`src/rtl/riscv_lsu.sv`:
```
// riscv_lsu -- load/store unit between the core data port and data memory.
//
// One access per core request. The core is stalled from the request cycle
// until memory signals ready, then released for exactly one DONE cycle in
// which extended load data is presented.
//
// Ports
//   clk_i, rst_i        clock, asynchronous active-high reset
//   core_req_i          core requests an access (held stable while stalled)
//   core_we_i           1 = store, 0 = load
//   core_size_i         funct3: 0 B, 1 H, 2 W, 4 BU, 5 HU (others act as W)
//   core_addr_i         byte address
//   core_wd_i           store data
//   core_rd_o           extended load data, valid in DONE
//   core_stall_o        holds PC / RF write while the access is pending
//   mem_req_o, mem_we_o, mem_be_o, mem_addr_o, mem_wd_o   memory request
//   mem_rd_i, mem_ready_i                                 memory response
//
// Build option
//   RISCV_LSU_MISALIGN_EN  detect misaligned H/W accesses; they skip memory,
//                          complete immediately and pulse lsu_misalign_o.
module riscv_lsu #(
  parameter int ADDR_W = 32,
  parameter int DATA_W = 32
) (
  input  logic              clk_i,
  input  logic              rst_i,
  input  logic              core_req_i,
  input  logic              core_we_i,
  input  logic [2:0]        core_size_i,
  input  logic [ADDR_W-1:0] core_addr_i,
  input  logic [DATA_W-1:0] core_wd_i,
  output logic [DATA_W-1:0] core_rd_o,
  output logic              core_stall_o,
  output logic              mem_req_o,
  output logic              mem_we_o,
  output logic [3:0]        mem_be_o,
  output logic [ADDR_W-1:0] mem_addr_o,
  output logic [DATA_W-1:0] mem_wd_o,
  input  logic [DATA_W-1:0] mem_rd_i,
  input  logic              mem_ready_i
`ifdef RISCV_LSU_MISALIGN_EN
  ,
  output logic              lsu_misalign_o
`endif
);

  typedef enum logic [1:0] {IDLE, BUSY, DONE} state_t;

  state_t            state, state_nxt;
  logic [DATA_W-1:0] rd_q;
  logic              is_b, is_h, is_u;
  logic              misalign;
  logic              active;
  logic [DATA_W-1:0] rd_sh;
  logic [7:0]        rd_byte;
  logic [15:0]       rd_half;

  // size decode: low two bits pick width, bit 2 marks unsigned loads
  assign is_b = (core_size_i[1:0] == 2'b00);
  assign is_h = (core_size_i[1:0] == 2'b01);
  assign is_u = core_size_i[2];

`ifdef RISCV_LSU_MISALIGN_EN
  assign misalign = (is_h & core_addr_i[0]) |
                    (!is_b & !is_h & (core_addr_i[1:0] != 2'b00));
`else
  assign misalign = 1'b0;
`endif

  // request is live outside DONE; reset gates it off immediately
  assign active       = core_req_i & (state != DONE) & !rst_i;
  assign core_stall_o = active;
  assign mem_req_o    = active & !misalign;

  assign mem_we_o   = core_we_i;
  assign mem_addr_o = core_addr_i;

  always_comb begin
    mem_be_o = 4'hF;
    mem_wd_o = core_wd_i;
    if (is_b) begin
      mem_be_o = 4'b0001 << core_addr_i[1:0];
      mem_wd_o = {4{core_wd_i[7:0]}};
    end else if (is_h) begin
      mem_be_o = 4'b0011 << {core_addr_i[1], 1'b0};
      mem_wd_o = {2{core_wd_i[15:0]}};
    end
  end

  always_comb begin
    state_nxt = state;
    case (state)
      IDLE: if (core_req_i) begin
        if (misalign || mem_ready_i) state_nxt = DONE;
        else                         state_nxt = BUSY;
      end
      // a request withdrawn mid-access is dropped without a DONE pulse
      BUSY: if (!core_req_i)      state_nxt = IDLE;
            else if (mem_ready_i) state_nxt = DONE;
      DONE: state_nxt = IDLE;
      default: state_nxt = IDLE;
    endcase
  end

  always_ff @(posedge clk_i or posedge rst_i) begin
    if (rst_i) begin
      state <= IDLE;
      rd_q  <= '0;
    end else begin
      state <= state_nxt;
      if (mem_req_o && mem_ready_i && !core_we_i) rd_q <= mem_rd_i;
    end
  end

  // lane extraction from the captured word; address is still held in DONE
  assign rd_sh   = rd_q >> {core_addr_i[1:0], 3'b000};
  assign rd_byte = rd_sh[7:0];
  assign rd_half = core_addr_i[1] ? rd_q[31:16] : rd_q[15:0];

`ifdef RISCV_LSU_MISALIGN_EN
  assign lsu_misalign_o = (state == DONE) & core_req_i & misalign & !rst_i;
`endif

  always_comb begin
    core_rd_o = rd_q;
    if (is_b)      core_rd_o = {{24{rd_byte[7] & !is_u}}, rd_byte};
    else if (is_h) core_rd_o = {{16{rd_half[15] & !is_u}}, rd_half};
`ifdef RISCV_LSU_MISALIGN_EN
    if (lsu_misalign_o) core_rd_o = '0;
`endif
  end

endmodule

```
`config.mk`:
```
export PLATFORM = sky130hd
export DESIGN_NAME = riscv_lsu
export DESIGN_NICKNAME = d
export VERILOG_FILES = /design/src/rtl/riscv_lsu.sv
export SDC_FILE = /design/constraint.sdc
export NUM_CORES = 1
export LEC_CHECK = 0
export BUFFER_PORTS_ARGS = -buffer_cell sky130_fd_sc_hd__buf_2
export CORE_UTILIZATION = 40
export CTS_BUF_LIST = sky130_fd_sc_hd__clkbuf_2
export CTS_CLUSTER_DIAMETER = 40
export DETAILED_ROUTE_END_ITERATION = 8
export PLACE_DENSITY = 0.83
export SLEW_MARGIN = 20
export SYNTH_ARGS = -nofsm -noshare
export SYNTH_HDL_FRONTEND = slang
export SYNTH_SLANG_ARGS = --single-unit
```
`constraint.sdc`:
```
create_clock -name clk_i -period 2.3 [get_ports clk_i]
set_clock_uncertainty 0.2 [all_clocks]
set_input_delay 0.23 -clock clk_i [delete_from_list [all_inputs] [get_ports clk_i]]
set_output_delay 0.23 -clock clk_i [all_outputs]
set_load 0.005 [all_outputs]
```
==> impl_metrics.py <==
metrics = {
    "floorplan": {
        "floorplan.initialDensity": 0.416,
        "die_h_um": 86.3,
        "io-pin-count": 207,
        "coreArea_mm2": 0.00683,
        "fp-row-count": 30,
        "die_w_um": 86.3,
        "design.die.area_mm2": 0.00745,
    },
    "pwr": {
        "clkPwrFrac": 0.137,
        "cellInternalPower_mw": 1.31,
        "p_per_area_mw_per_mm2": 531,
        "maximum_vdd_ir_drop_uv": 373,
        "power_frac_seq": 0.433,
        "power.net_switching_mw": 0.721,
        "p_comb_frac": 0.430,
        "leakagePower_nw": 1.82,
        "sw_frac_of_total": 0.356,
    },
    "placement": {
        "gp_routability_congestion": 0.817,
        "port-buffer-count": 146,
        "hpwl_mm": 6.95,
        "dp_cells": 473,
    },
    "timing": {
        "achievable-frequency_ghz": 0.426,
        "grt_setup_unrepaired": "yes",
        "period_needed_ps": 2340,
        "timing.setup.tns_ps": -173,
        "hold_viol": 0,
        "report.final.slew_viol_count": 0,
        "final-setup-viol-count": 10,
        "fin_worst_hold_slack_ps": 260,
        "final.setup.worst_slack_ps": -44.7,
        "worst_pin_slew_ps": 449,
        "final_min_period_over_clock_period": 1.02,
        "maxSlewHeadroom": 0.701,
    },
    "route": {
        "detail-route-antenna-nets": 0,
        "route.detailed.wl_per_inst_um": 18.7,
        "detail_route.drc_violations": 0,
        "detail_route.iter0.violations": 159,
        "wire_length_after_detailed_routing_mm": 9.75,
        "via_per_inst": 5.39,
        "drt_pre_antenna_iters": 4,
        "via_count": 2815,
    },
    "setup_path": {
        "path_class": "register to output port",
        "endpoint_kind": "output port",
        "critPathLaunchType": "register",
        "cp.arrival_ps": 1910,
        "critical_path_peak_fanout": 6,
        "critPathRequiredTime_ps": 1870,
    },
    "cts": {
        "number_of_clock_buffers_inserted_by_tritoncts": 5,
        "clock_path_buffers": 2,
        "tritoncts": "done",
        "cts.root.buffer_cell": "sky130_fd_sc_hd__clkbuf_2",
        "htree_num_levels": 2,
        "cts_num_sinks": 34,
        "worst_skew_pair.late_latency_ps": 380,
        "clkSlewWorstSetupHoldPaths_ps": 160,
    },
    "synthesis": {
        "synth_area_mm2": 0.00284,
        "postSynthCellCount": 283,
        "yosys.area.top_type": "sky130_fd_sc_hd__dfrtp_1",
        "ys.flop_type": "sky130_fd_sc_hd__dfrtp_1",
        "average_footprint_of_a_synthesized_cell_um2": 10.0,
        "synth.yosys.warnings": 0,
        "number_of_enable_type_register_cells_in_the_synthesized_netlist": 0,
        "async_reset_ff_frac": 1.00,
        "synth_nets": 387,
        "synthTopCellsByArea": "sky130_fd_sc_hd__dfrtp_1 30%, sky130_fd_sc_hd__mux2_2 20%, sky130_fd_sc_hd__buf_4 11%, sky130_fd_sc_hd__nor2b_1 5.3%, sky130_fd_sc_hd__o21ai_0 4.2%",
        "synth.top_cell.area_share": 0.299,
        "ys_seq_area_frac": 0.299,
        "yosys.cell_types.count": 39,
        "yosys_register_bits": 34,
    },
    "min_path": {
        "hold_path_class": "primary input to output port",
    },
    "flow_run": {
        "max-cap-violations": 0,
    },
    "finish": {
        "mostFrequentLayoutCell": "sky130_fd_sc_hd__buf_2",
        "area_growth_syn_to_layout_pct": 34.2,
        "finish.cell_count_without_fillers": 522,
        "inserted_diodes": 0,
        "nNetsFinal": 530,
        "layout_cells_sized_above_1": 0.542,
        "most-common-layout-cells": "146 x sky130_fd_sc_hd__buf_2, 50 x sky130_fd_sc_hd__mux2_2, 36 x sky130_fd_sc_hd__dlygate4sd3_1",
    },
    "global_route": {
        "grt_max_degree": 35,
        "first_global_vias": 2911,
        "grt.total_usage": 0.255,
        "busiest_layer": "met2",
        "met2_usage_grt": 0.456,
        "overflow": 0,
        "grt_antenna_before_repair": 0,
        "first_pass_grt_wire_length_mm": 14.5,
        "grtUsageMet1": 0.271,
        "globalRouteMet3Util": 0.0800,
    },
    "run_status": {
        "result_of_the_run": "finished, violations left",
        "failed_checks": "negative setup slack",
    },
}
[metal layers]
layer | routed length, um | up-vias
li1 | - | 1267
met1 | 3500 | 1346
met2 | 4990 | 175
met3 | 941 | 27
met4 | 317 | 0
met5 | 0 | -
[cells in the mapped netlist (all sizes together), types with 3 or more instances]
cell type  instances
a221o              3
nor3               3
mux4               4
nand2b             3
o21ai             26
mux2i              9
clkbuf             4
nor3b              3
nor2b             25
inv                4
a22oi              6
dfrtp             34
nor2               3
buf               57
nand2             16
a211oi             3
mux2              52
o22ai              3
o211ai             7
nand3              5
[power groups by stage]
stage / clock network (mW) / registers (mW) / logic, mW
4_1_cts: 0.280 / 0.876 / 0.848
2_1_floorplan: 0 / 0.832 / 0.530
5_1_grt: 0.303 / 0.897 / 0.951
3_3_place_gp: 0 / 0.887 / 0.746
3_5_place_dp: 0 / 0.893 / 0.764
6_report: 0.278 / 0.878 / 0.872
[sequential cells by signal, indices dropped and copies added, names as in the netlist]
signal / flops
state: 2
rd_q: 32
[worst max-delay path: stages, from the launching register on]
cell and delay (ps):
sky130_fd_sc_hd__dfrtp_1 440, sky130_fd_sc_hd__mux4_2 620, sky130_fd_sc_hd__nand3_4 180, sky130_fd_sc_hd__o211ai_1 140, sky130_fd_sc_hd__buf_2 160
[cell families after synthesis]
group	synth area share
mux	0.271
flops	0.299
simple gates	0.139
buf+inv	0.162
compound gates	0.130
[layout make-up]
class                   count  area, um2
clock buffers               7       35.0
well taps                  96        120
flip-flops and latches     34        851
inverters                   4       15.0
repair buffers            194       1210
multi-input cells         187       1590
fillers                   625       3020
[repair_timing]
action                                 4_1_cts  5_1_grt
setup endpoints to repair                   24       24
hold buffers                                36        0
setup buffers                                2        1
resized for setup                            2       10
endpoints found under the hold margin       68        0
pin swaps                                    2        4
cloned                                       2        1
[metrics by stage]
step           utilization  power (mW)  setup slack (ps)  area (um2)
6_report             0.559        2.03             -44.7        3820
5_1_grt              0.559        2.15             -97.5        3820
4_1_cts              0.553        2.00             -11.4        3770
3_5_place_dp         0.487        1.66               183        3330
3_3_place_gp         0.487        1.63               244        3330
2_1_floorplan            -        1.36               567        2840
[final timing paths]
path	end	cells past startpoint	startpoint	slack (ps)
setup / recovery	core_rd_o[12]	4	rd_q[31]	-40
hold / removal	mem_addr_o[27]	0	core_addr_i[27]	260
setup reg to reg	rd_q[29]	4	state[1]	500
hold reg to reg	rd_q[1]	1	rd_q[1]	350
max in group asynchronous	rd_q[5]	4	rst_i	1270
min in group asynchronous	state[0]	4	rst_i	300
No activity file was read; power rests on OpenSTA's default activity.
